### config.mk
export PLATFORM = sky130hd
export DESIGN_NAME = uart_rx_param
export DESIGN_NICKNAME = d
export VERILOG_FILES = /design/src/rtl/uart_rx_param.sv
export SDC_FILE = /design/constraint.sdc
export NUM_CORES = 1
export LEC_CHECK = 0
export BUFFER_PORTS_ARGS = -buffer_cell sky130_fd_sc_hd__buf_2
export CAP_MARGIN = 20
export CORE_MARGIN = 1.5
export CORE_UTILIZATION = 40
export DETAILED_ROUTE_END_ITERATION = 8
export GPL_TIMING_DRIVEN = 0
export PLACE_DENSITY = 0.67
export SYNTH_ARGS = -nofsm -noshare
export SYNTH_HDL_FRONTEND = slang
export SYNTH_SLANG_ARGS = --single-unit
### constraint.sdc
create_clock -name clk -period 2.8 [get_ports clk]
set_clock_uncertainty 0.2 [all_clocks]
set_input_delay 0.42 -clock clk [delete_from_list [all_inputs] [get_ports clk]]
set_output_delay 0.42 -clock clk [all_outputs]
set_load 0.03 [all_outputs]
### src/rtl/uart_rx_param.sv
// Parametrised UART receiver: 3-point majority sampling, parity/framing/break
// status per word, and a valid/ready output register with an overrun pulse.
module uart_rx_param #(
    parameter int unsigned CLK_FREQ  = 100_000_000,
    parameter int unsigned BAUD      = 2_500_000,
    parameter int unsigned DATA_BITS = 8,
    parameter int unsigned PARITY    = 0,
    parameter int unsigned STOP_BITS = 1
) (
    input  logic                 clk,
    input  logic                 rst_n,
    input  logic                 uart_rxd,
    output logic [DATA_BITS-1:0] rx_data,
    output logic                 rx_valid,
    input  logic                 rx_ready,
    output logic                 parity_err,
    output logic                 frame_err,
    output logic                 break_det,
    output logic                 overrun,
    output logic                 busy
);

    localparam int unsigned BPS_CNT = CLK_FREQ / BAUD;
    localparam int unsigned HALF    = BPS_CNT / 2;
    localparam int unsigned CNT_W   = $clog2(BPS_CNT);
    localparam logic        ODD_PAR = (PARITY == 1);

    typedef enum logic [2:0] {
        S_IDLE,
        S_START,
        S_DATA,
        S_PAR,
        S_STOP
    } state_e;

    logic [1:0]           sync_q;
    logic                 hist_q;
    state_e               state_q, state_d;
    logic [CNT_W-1:0]     clk_cnt_q, clk_cnt_d;
    logic [3:0]           bit_cnt_q, bit_cnt_d;
    logic [1:0]           smp_q, smp_d;
    logic [DATA_BITS-1:0] shift_q, shift_d;
    logic                 par_q, par_d;
    logic                 perr_q, perr_d;
    logic                 ferr_q, ferr_d;
    logic [DATA_BITS-1:0] rx_data_q, rx_data_d;
    logic                 rx_valid_q, rx_valid_d;
    logic                 perr_out_q, perr_out_d;
    logic                 ferr_out_q, ferr_out_d;
    logic                 brk_q, brk_d;
    logic                 ovr_q, ovr_d;
    logic                 busy_q, busy_d;

    logic line_c, start_edge_c, tick_c, wrap_c, bit_val_c, done_c;

    assign line_c       = sync_q[1];
    assign start_edge_c = hist_q & ~line_c;
    assign tick_c       = (clk_cnt_q == CNT_W'(HALF + 1));
    assign wrap_c       = (clk_cnt_q == CNT_W'(BPS_CNT - 1));
    assign bit_val_c    = (smp_q[0] & smp_q[1]) | (smp_q[0] & line_c) | (smp_q[1] & line_c);

    // Synchroniser and edge-history flops; idle-high so reset never fakes a start
    always_ff @(posedge clk or negedge rst_n) begin
        if (!rst_n) begin
            sync_q <= 2'b11;
            hist_q <= 1'b1;
        end else begin
            sync_q <= {sync_q[0], uart_rxd};
            hist_q <= sync_q[1];
        end
    end

    // Frame state register
    always_ff @(posedge clk or negedge rst_n) begin
        if (!rst_n) begin
            state_q   <= S_IDLE;
            clk_cnt_q <= '0;
            bit_cnt_q <= '0;
            smp_q     <= '0;
            shift_q   <= '0;
            par_q     <= 1'b0;
            perr_q    <= 1'b0;
            ferr_q    <= 1'b0;
        end else begin
            state_q   <= state_d;
            clk_cnt_q <= clk_cnt_d;
            bit_cnt_q <= bit_cnt_d;
            smp_q     <= smp_d;
            shift_q   <= shift_d;
            par_q     <= par_d;
            perr_q    <= perr_d;
            ferr_q    <= ferr_d;
        end
    end

    // Next-state: bit timing, majority sampling and per-state bit handling
    always_comb begin
        state_d   = state_q;
        clk_cnt_d = clk_cnt_q;
        bit_cnt_d = bit_cnt_q;
        smp_d     = smp_q;
        shift_d   = shift_q;
        par_d     = par_q;
        perr_d    = perr_q;
        ferr_d    = ferr_q;
        done_c    = 1'b0;

        if (state_q != S_IDLE) begin
            clk_cnt_d = wrap_c ? '0 : clk_cnt_q + CNT_W'(1);
            if (clk_cnt_q == CNT_W'(HALF - 1)) smp_d[0] = line_c;
            if (clk_cnt_q == CNT_W'(HALF))     smp_d[1] = line_c;
        end

        unique case (state_q)
            S_IDLE: begin
                if (start_edge_c) begin
                    state_d   = S_START;
                    clk_cnt_d = '0;
                    bit_cnt_d = '0;
                    shift_d   = '0;
                    par_d     = 1'b0;
                    perr_d    = 1'b0;
                    ferr_d    = 1'b0;
                end
            end
            S_START: begin
                if (tick_c && bit_val_c) begin
                    state_d   = S_IDLE;
                    clk_cnt_d = '0;
                end else if (wrap_c) begin
                    state_d   = S_DATA;
                    bit_cnt_d = '0;
                end
            end
            S_DATA: begin
                if (tick_c) begin
                    for (int unsigned i = 0; i < DATA_BITS; i++) begin
                        if (bit_cnt_q == 4'(i)) shift_d[i] = bit_val_c;
                    end
                end
                if (wrap_c) begin
                    if (bit_cnt_q == 4'(DATA_BITS - 1)) begin
                        bit_cnt_d = '0;
                        state_d   = (PARITY != 0) ? S_PAR : S_STOP;
                    end else begin
                        bit_cnt_d = bit_cnt_q + 4'd1;
                    end
                end
            end
            S_PAR: begin
                if (tick_c) begin
                    par_d  = bit_val_c;
                    perr_d = ((^shift_q) ^ bit_val_c) != ODD_PAR;
                end
                if (wrap_c) begin
                    state_d   = S_STOP;
                    bit_cnt_d = '0;
                end
            end
            S_STOP: begin
                if (tick_c) begin
                    if (!bit_val_c) ferr_d = 1'b1;
                    if (bit_cnt_q == 4'(STOP_BITS - 1)) begin
                        done_c    = 1'b1;
                        state_d   = S_IDLE;
                        clk_cnt_d = '0;
                    end
                end else if (wrap_c) begin
                    bit_cnt_d = bit_cnt_q + 4'd1;
                end
            end
            default: state_d = S_IDLE;
        endcase
    end

    // Output register next-state: load, drop with overrun, or handshake clear
    always_comb begin
        rx_data_d  = rx_data_q;
        rx_valid_d = rx_valid_q;
        perr_out_d = perr_out_q;
        ferr_out_d = ferr_out_q;
        brk_d      = brk_q;
        ovr_d      = 1'b0;
        busy_d     = (state_d != S_IDLE);

        if (done_c) begin
            if (!rx_valid_q || rx_ready) begin
                rx_data_d  = shift_q;
                rx_valid_d = 1'b1;
                perr_out_d = perr_q;
                ferr_out_d = ferr_d;
                brk_d      = ferr_d & ~(|shift_q) & ~par_q;
            end else begin
                ovr_d = 1'b1;
            end
        end else if (rx_valid_q && rx_ready) begin
            rx_valid_d = 1'b0;
        end
    end

    // Output registers
    always_ff @(posedge clk or negedge rst_n) begin
        if (!rst_n) begin
            rx_data_q  <= '0;
            rx_valid_q <= 1'b0;
            perr_out_q <= 1'b0;
            ferr_out_q <= 1'b0;
            brk_q      <= 1'b0;
            ovr_q      <= 1'b0;
            busy_q     <= 1'b0;
        end else begin
            rx_data_q  <= rx_data_d;
            rx_valid_q <= rx_valid_d;
            perr_out_q <= perr_out_d;
            ferr_out_q <= ferr_out_d;
            brk_q      <= brk_d;
            ovr_q      <= ovr_d;
            busy_q     <= busy_d;
        end
    end

    assign rx_data    = rx_data_q;
    assign rx_valid   = rx_valid_q;
    assign parity_err = perr_out_q;
    assign frame_err  = ferr_out_q;
    assign break_det  = brk_q;
    assign overrun    = ovr_q;
    assign busy       = busy_q;

endmodule

### Word-level counts from Yosys, hierarchy flattened

Cells that the tools add are included.

* bits in registers: 43
* input port bits: 4
* word-level logic and storage cells: 150

* $add $sub $neg: 2
* equal/unequal tests: 31
* multiplexer cells: 52
* bitwise gates (word level): 12
* reduce and logical (&&, ||, !) cells: 28

Operators by type and width (count)
* $mux 6: 6
* $reduce_and 4->1: 8
* $ne 2x2->1 const B: 15
* $mux 4: 7
* $mux 3: 8
* $mux 1: 22
* $pmux 4 s5: 1
* $eq 6x5->1 const B: 3
* $pmux 6 s3: 1
* $eq 4x3->1 const B: 4
* $mux 8: 2
* $pmux 8 s2: 1
* $pmux 3 s5: 1
* $eq 4x2->1 const B: 2
* $reduce_and 2->1: 4
* $reduce_or 8->1: 1
* $reduce_xor 8->1: 1
* $add 6x1->6 const B: 1
* $and 1x1->1: 6
* $eq 3x2->1 const B: 2
* $eq 6x6->1 const B: 1
* $pmux 1 s2: 3
* $reduce_and 6->1: 1
* $reduce_bool 2->1: 3
* other kinds (16): 21

### Depth between registers and ports, before layout

Gate-level depths: netlist of run 1.

* depth in word-level cells: 8
* depth in mapped cells: 7

### Worst setup path after synthesis of run 1

No wires, ideal clock.

* kind: reg2reg
* start: reg clk_cnt_q[1]
* end: reg perr_out_q (netlist: parity_err)
* arrival: 1757 ps
* path slack: 716 ps
* cell stages (with the launch flop): 7
* clock period less this slack: 2084 ps
* path through: dfrtp_1 -> inv_1 -> ha_1 -> nor4bb_1 -> nand4_1 -> buf_2 -> mux2_1

* longest elaborated chain between the ends: 4

RTL lines
* start: declaration: RTL line 39 `logic [CNT_W-1:0] clk_cnt_q, clk_cnt_d;`
* start signal: assignment: RTL line 86 `clk_cnt_q <= clk_cnt_d;`
* $eq 6x5->1: RTL line 58 `assign tick_c = (clk_cnt_q == CNT_W'(HALF + 1));`
* $mux 1: RTL line 161 `if (tick_c) begin`
* $mux 1: RTL line 114 `unique case (state_q)`
* $reduce_and 2->1 (no line)
* end signal: assignment: RTL line 214 `perr_out_q <= perr_out_d;`
* end: declaration: RTL line 48 `logic perr_out_q, perr_out_d;`

Every way passes these cells.
A chain may end at the register's enable or synchronous reset.

### Worst setup path in the final report of run 1

* start: reg clk_cnt_q[1]
* end: reg brk_q (netlist: break_det)

* longest elaborated chain between the ends: 5
* elaborated cells on any way between the ends: 8

RTL lines
* $eq 6x5->1 *: RTL line 58
* $mux 1: RTL line 161
* $pmux 1 s2: RTL line 114
* $and 1x1->1 (2 in a row): RTL line 192 `brk_d = ferr_d & ~(|shift_q) & ~par_q;`
* end signal: assignment: RTL line 216 `brk_q <= brk_d;`
* end: declaration: RTL line 50 `logic brk_q, brk_d;`

Every way passes the cells marked *; elsewhere a longest branch is shown, timed or not.

==> impl_metrics.csv, run 1 <==
group,metric,value,unit
pwr,worst_ir_drop_vdd,0.2634,mV
clocking,ctsLongestPathBuffers,2,
critical_path,critical_path.slowest_cell,"sky130_fd_sc_hd__nor4bb_1",
drt,number_of_vias_per_cell_after_detailed_routing,5.435,
yosys,post_synth_inst_count,232,
clocking,cts_tree,"yes",
yosys,netlist-cell-type-count,56,
yosys,post_synth_instance_area,2307,um2
min_path,timing.hold.worst.class,"primary input to flip-flop",
clocking,ctsRootBufferMaster,"sky130_fd_sc_hd__clkbuf_8",
yosys,ys_seq_elements,43,
critical_path,critical_path.max_stage_delay,0.57,ns
pwr,power.density,693.2,nW/um2
drt,finalWirelength,4606,um
critical_path,cp_cell_sequence,"inv_1, ha_1, nor4bb_1, nand4_1, buf_2, nor3_1, a22o_1",
critical_path,critPathBufInv,2,
timing,finalSetupTns,0,ns
cells_and_area,final_design_area_no_fill,2600,um2
timing,rsz_0062_raised_after_global_routing,"false",
drt,route.vias.total,1788,
placement,io_buffer_count,17,
critical_path,required_time_of_the_worst_setup_path,2.84,ns
yosys,synth_area_per_cell,9.945,um2
die,initial_core_util,41.64,%
critical_path,cp.arrival,2.48,ns
yosys,synthArstFlopShare,100.0,%
clocking,post_cts_resized,0,
pwr,power.leakage,1.169,nW
yosys,synth_edf_count,0,
grt,grt_max_degree,44,
grt,first_pass_grt_wire_length,8038,um
clocking,htree_levels,2,
yosys,synthDominantCellAreaShare,43.38,%
flow_run,cap_violations,0,
timing,report.final.hold_viol_count,0,
yosys,synthFlopType,"sky130_fd_sc_hd__dfrtp_1",
drt,routedWlPerCell,14.00,um
clocking,cts.clk_slew.worst_paths,0.08,ns
critical_path,critPathMaxFanout,10,
cells_and_area,antenna_cells_inserted,0,
timing,setup_violations,0,
grt,number_of_global_route_vias_before_repair,1729,
drt,first_iter_violations,150,
clocking,post-cts-setup-buffers,0,
pwr,post-layout-total-power,1.802,mW
drt,dr.pass1.iters,4,
critical_path,critPathTopFamily,"simple AND/OR/NAND/NOR gates",
yosys,synth_sequential_area_ratio,46.80,%
placement,place.gp.congestion,0.8140,
timing,drv_slew,0,
pwr,clock_power_share,28.0,%
timing,relSlewSlack,36.67,%
cells_and_area,design.final.nets,272,
die,placeable_core_region,5540,um2
pwr,power.share.switching,33.27,%
die,row_count,27,
timing,period_share,86.99,%
timing,fmaxAchievable,410.6,MHz
pwr,power_frac_seq,42.9,%
placement,post-dp-hpwl,3278,um
cells_and_area,layout-drive-gt1-share,17.12,%
drt,drc,0,
timing,final_period_minus_worst_setup_slack,2.436,ns
drt,ant_nets,0,
clocking,cts_hold_buffers,0,
pwr,power.combinational.fraction,29.1,%
critical_path,startpoint_type,"flip-flop",
die,fp.dieH,78.95,um
timing,tightestPinTransition,0.9499,ns
die,pin_count,18,
grt,grt_usage,16.19,%
pwr,internal_power,1.203,mW
grt,grt_overflow,0,
yosys,post_synth_main_area_contributors,"sky130_fd_sc_hd__dfrtp_1 43%, sky130_fd_sc_hd__ha_1 6.5%, sky130_fd_sc_hd__o21ai_0 3.5%, sky130_fd_sc_hd__dfstp_2 3.4%, sky130_fd_sc_hd__a21oi_1 2.8%",
pwr,p_sw,0.5997,mW
clocking,cts_buffers,5,
critical_path,worstSetupPathType,"flip-flop to flip-flop",
cells_and_area,layout.cells.most_common_list,"40 x sky130_fd_sc_hd__dfrtp_1, 22 x sky130_fd_sc_hd__buf_2, 16 x sky130_fd_sc_hd__inv_1, 16 x sky130_fd_sc_hd__o21ai_0, 15 x sky130_fd_sc_hd__nand2_1",
yosys,syn_nets,248,
status,status,"complete, no violations",
clocking,tritoncts_num_sinks,43,
cells_and_area,layout_commonest_cell,"sky130_fd_sc_hd__dfrtp_1",
grt,antenna_found_initial,0,
die,die-area,6232,um2
cells_and_area,layout-area-overhead-vs-synth,12.69,%
placement,placed_area,2482,um2
clocking,clk_latency,0.30,ns
yosys,top_cell_type_by_total_area_after_synthesis,"sky130_fd_sc_hd__dfrtp_1",
yosys,yosys_warnings,0,
critical_path,end_kind,"flip-flop",
die,die_width,78.95,um
registers in the layout (all words and copies together) (netlist names), 2 cells and up:
register   flops
bit_cnt_q      4
clk_cnt_q      6
rx_data        8
shift_q        8
smp_q          2
state_q        3
sync_q         2
per-stage QoR:
step | hold slack, ns | worst slack, ns | cells | util, %
floorplan | -0.07559 | 0.7159 | 232 | -
global placement | 0.1453 | 0.3384 | 321 | 44.81
detailed placement | 0.1472 | 0.3724 | 321 | 44.81
CTS | 0.006953 | 0.3592 | 329 | 46.93
global route | 0.001297 | 0.1217 | 329 | 46.93
finish | 0.01376 | 0.3643 | 329 | 46.93
worst paths after layout:
check,startpoint,to,slack (ns),depth (start not counted)
max in group asynchronous,rst_n,rx_data[3],1.75,1
min in group asynchronous,rst_n,bit_cnt_q[2],0.05,1
max reg2reg,clk_cnt_q[1],break_det,0.36,7
min,uart_rxd,sync_q[0],0.01,1
max,clk_cnt_q[1],break_det,0.36,7
min reg2reg,sync_q[0],sync_q[1],0.16,0
Yosys cell counts, types with 2 or more instances:
| master | count |
|---|---|
| sky130_fd_sc_hd__a21oi_1 | 13 |
| sky130_fd_sc_hd__dfstp_2 | 3 |
| sky130_fd_sc_hd__nand2b_1 | 4 |
| sky130_fd_sc_hd__dfrtp_1 | 40 |
| sky130_fd_sc_hd__a31oi_1 | 3 |
| sky130_fd_sc_hd__o21ai_0 | 16 |
| sky130_fd_sc_hd__nand3b_1 | 3 |
| sky130_fd_sc_hd__nand4bb_1 | 2 |
| sky130_fd_sc_hd__xnor2_1 | 4 |
| sky130_fd_sc_hd__buf_2 | 5 |
| sky130_fd_sc_hd__a21boi_0 | 2 |
| sky130_fd_sc_hd__o21ai_1 | 2 |
| sky130_fd_sc_hd__nor4bb_1 | 2 |
| sky130_fd_sc_hd__nand3_1 | 11 |
| sky130_fd_sc_hd__clkbuf_1 | 6 |
| sky130_fd_sc_hd__ha_1 | 12 |
| sky130_fd_sc_hd__inv_1 | 16 |
| sky130_fd_sc_hd__o21bai_1 | 2 |
| sky130_fd_sc_hd__or3b_1 | 2 |
| sky130_fd_sc_hd__a211o_1 | 3 |
| sky130_fd_sc_hd__nor3_1 | 8 |
| sky130_fd_sc_hd__o211ai_1 | 3 |
| sky130_fd_sc_hd__nor2_1 | 10 |
| sky130_fd_sc_hd__nor2b_1 | 4 |
| sky130_fd_sc_hd__o22ai_1 | 4 |
| sky130_fd_sc_hd__nand2_1 | 15 |
| sky130_fd_sc_hd__a21o_1 | 2 |
| sky130_fd_sc_hd__mux2_2 | 3 |
| sky130_fd_sc_hd__nand4_1 | 5 |
layer usage:
layer	GRT usage (%)	up-vias	wire length (um)
met4	5.965	0	65
met1	21.69	860	2296
met5	0	-	0
met3	3.678	7	169
met2	25.60	45	2074
li1	-	876	-
area by class of cell:
| class | count | area, um2 |
|---|---|---|
| inverter | 16 | 60.06 |
| tap | 72 | 90.09 |
| buffer | 12 | 58.81 |
| sequential | 43 | 1080 |
| timing repair buffer | 17 | 85.08 |
| fill | 525 | 2940 |
| multi-input combinational | 161 | 1109 |
| clock buffer | 6 | 82.58 |
| clock inverter | 2 | 35.03 |
kinds of logic (layout without fill, tap and decap cells):
group	count (synthesis)	in the layout	share of synthesized area [%]
mux	5	5	2.603
flops	43	43	46.80
compound gates	62	62	17.62
xor+xnor	5	5	1.898
simple gates	76	76	18.98
buf+inv	28	53	5.152
fa+ha+maj	13	13	6.941
power by group through the flow:
stage	clock (mW)	combinational, mW	sequential (mW)
global route	0.538	0.590	0.786
finish	0.505	0.524	0.773
CTS	0.515	0.521	0.772
detailed placement	0	0.519	0.783
global placement	0	0.513	0.780
floorplan	0	0.394	0.780
Note: power is estimated with default switching activity, not from simulation.
==> run 2: changes to the inputs <==
Settings changed: PLACE_DENSITY 0.67 to not set.
==> impl_metrics.csv, run 2 (synthesized netlist as in run 1, its figures left out) <==
group,metric,value,unit
status,status,"complete, no violations",
clocking,post_cts_resized,0,
timing,tightestPinTransition,0.9344,ns
grt,grt_usage,16.39,%
cells_and_area,antenna_cells_inserted,0,
die,die_width,78.95,um
critical_path,critPathBufInv,2,
cells_and_area,design.final.nets,272,
timing,rsz_0062_raised_after_global_routing,"false",
critical_path,end_kind,"flip-flop",
cells_and_area,layout.cells.most_common_list,"40 x sky130_fd_sc_hd__dfrtp_1, 22 x sky130_fd_sc_hd__buf_2, 16 x sky130_fd_sc_hd__inv_1, 16 x sky130_fd_sc_hd__o21ai_0, 15 x sky130_fd_sc_hd__nand2_1",
cells_and_area,layout_commonest_cell,"sky130_fd_sc_hd__dfrtp_1",
die,placeable_core_region,5540,um2
clocking,cts.clk_slew.worst_paths,0.08,ns
placement,place.gp.congestion,0.7660,
die,initial_core_util,41.64,%
critical_path,startpoint_type,"flip-flop",
flow_run,cap_violations,0,
clocking,cts_hold_buffers,0,
placement,io_buffer_count,17,
critical_path,critical_path.slowest_cell,"sky130_fd_sc_hd__nor4bb_1",
grt,antenna_found_initial,0,
drt,finalWirelength,4638,um
die,pin_count,18,
clocking,htree_levels,2,
timing,fmaxAchievable,411.4,MHz
critical_path,worstSetupPathType,"flip-flop to flip-flop",
drt,route.vias.total,1747,
timing,drv_slew,0,
clocking,cts_tree,"yes",
timing,final_period_minus_worst_setup_slack,2.430,ns
pwr,post-layout-total-power,1.793,mW
cells_and_area,fillCellCount,543,
pwr,power.density,689.6,nW/um2
drt,drc,0,
clocking,ctsLongestPathBuffers,2,
die,row_count,27,
timing,relSlewSlack,37.71,%
critical_path,cp_cell_sequence,"inv_1, ha_1, nor4bb_1, nand4_1, buf_2, mux2_1",
timing,period_share,86.80,%
timing,min_hold_slack,0.02016,ns
die,die-area,6232,um2
die,fp.dieH,78.95,um
pwr,power.leakage,1.169,nW
timing,report.final.hold_viol_count,0,
drt,ant_nets,0,
drt,dr.pass1.iters,4,
placement,post-dp-hpwl,3369,um
cells_and_area,layout-area-overhead-vs-synth,12.69,%
clocking,cts_buffers,5,
drt,number_of_vias_per_cell_after_detailed_routing,5.310,
clocking,post-cts-setup-buffers,0,
critical_path,critPathMaxFanout,10,
min_path,timing.hold.worst.class,"primary input to flip-flop",
drt,routedWlPerCell,14.10,um
clocking,clk_latency,0.30,ns
cells_and_area,layout-drive-gt1-share,17.12,%
grt,grt_overflow,0,
grt,grt_max_degree,44,
grt,number_of_global_route_vias_before_repair,1699,
critical_path,cp.arrival,2.41,ns
clocking,ctsRootBufferMaster,"sky130_fd_sc_hd__clkbuf_8",
timing,finalSetupTns,0,ns
timing,setup_violations,0,
clocking,tritoncts_num_sinks,43,
drt,first_iter_violations,66,
critical_path,critical_path.max_stage_delay,0.57,ns
cells_and_area,finalCoreUtilization,46.93,%
critical_path,required_time_of_the_worst_setup_path,2.78,ns
critical_path,critPathTopFamily,"simple AND/OR/NAND/NOR gates",
pwr,worst_ir_drop_vdd,0.2953,mV
grt,first_pass_grt_wire_length,7962,um
==> run 2: through the flow <==
step | instances | cell area, um2 | worst slack [ns]
floorplan | 232 | 2307 | 0.7159
global placement | 321 | 2482 | 0.3516
detailed placement | 321 | 2482 | 0.3514
finish | 329 | 2600 | 0.3695
global route | 329 | 2600 | 0.1517
CTS | 329 | 2600 | 0.3498
==> run 2: worst paths after layout <==
kind	start	endpoint	slack (ns)	cells past startpoint
setup reg to reg	clk_cnt_q[1]	parity_err	0.37	6
setup / recovery	clk_cnt_q[1]	parity_err	0.37	6
hold / removal	uart_rxd	sync_q[0]	0.02	1
min in group asynchronous	rst_n	bit_cnt_q[2]	0.07	1
max in group asynchronous	rst_n	par_q	1.76	1
hold reg to reg	sync_q[0]	sync_q[1]	0.16	0
==> run 2: routing by layer <==
metal | up-vias | wire length, um | global-route usage (%)
met1 | 824 | 2335 | 21.57
met2 | 32 | 2058 | 26.21
met5 | - | 0 | 0
met4 | 0 | 84 | 5.789
li1 | 883 | - | -
met3 | 8 | 159 | 4.138
==> run 2: cell type report <==
class	count	area, um2	share of cell area [%]
multi-input cells	161	1109	42.64
flip-flops and latches	43	1080	41.53
well taps	72	90.09	3.465
repair buffers	17	85.08	3.272
clock buffers	6	82.58	3.176
inverters	16	60.06	2.310
plain buffers	12	58.81	2.262
clock inverters	2	35.03	1.347
==> run 2: power by group <==
| group | switching [mW] | internal (mW) |
|---|---|---|
| Sequential | 0.0699 | 0.701 |
| Clock | 0.211 | 0.289 |
| Combinational | 0.309 | 0.213 |
| Total | 0.590 | 1.20 |
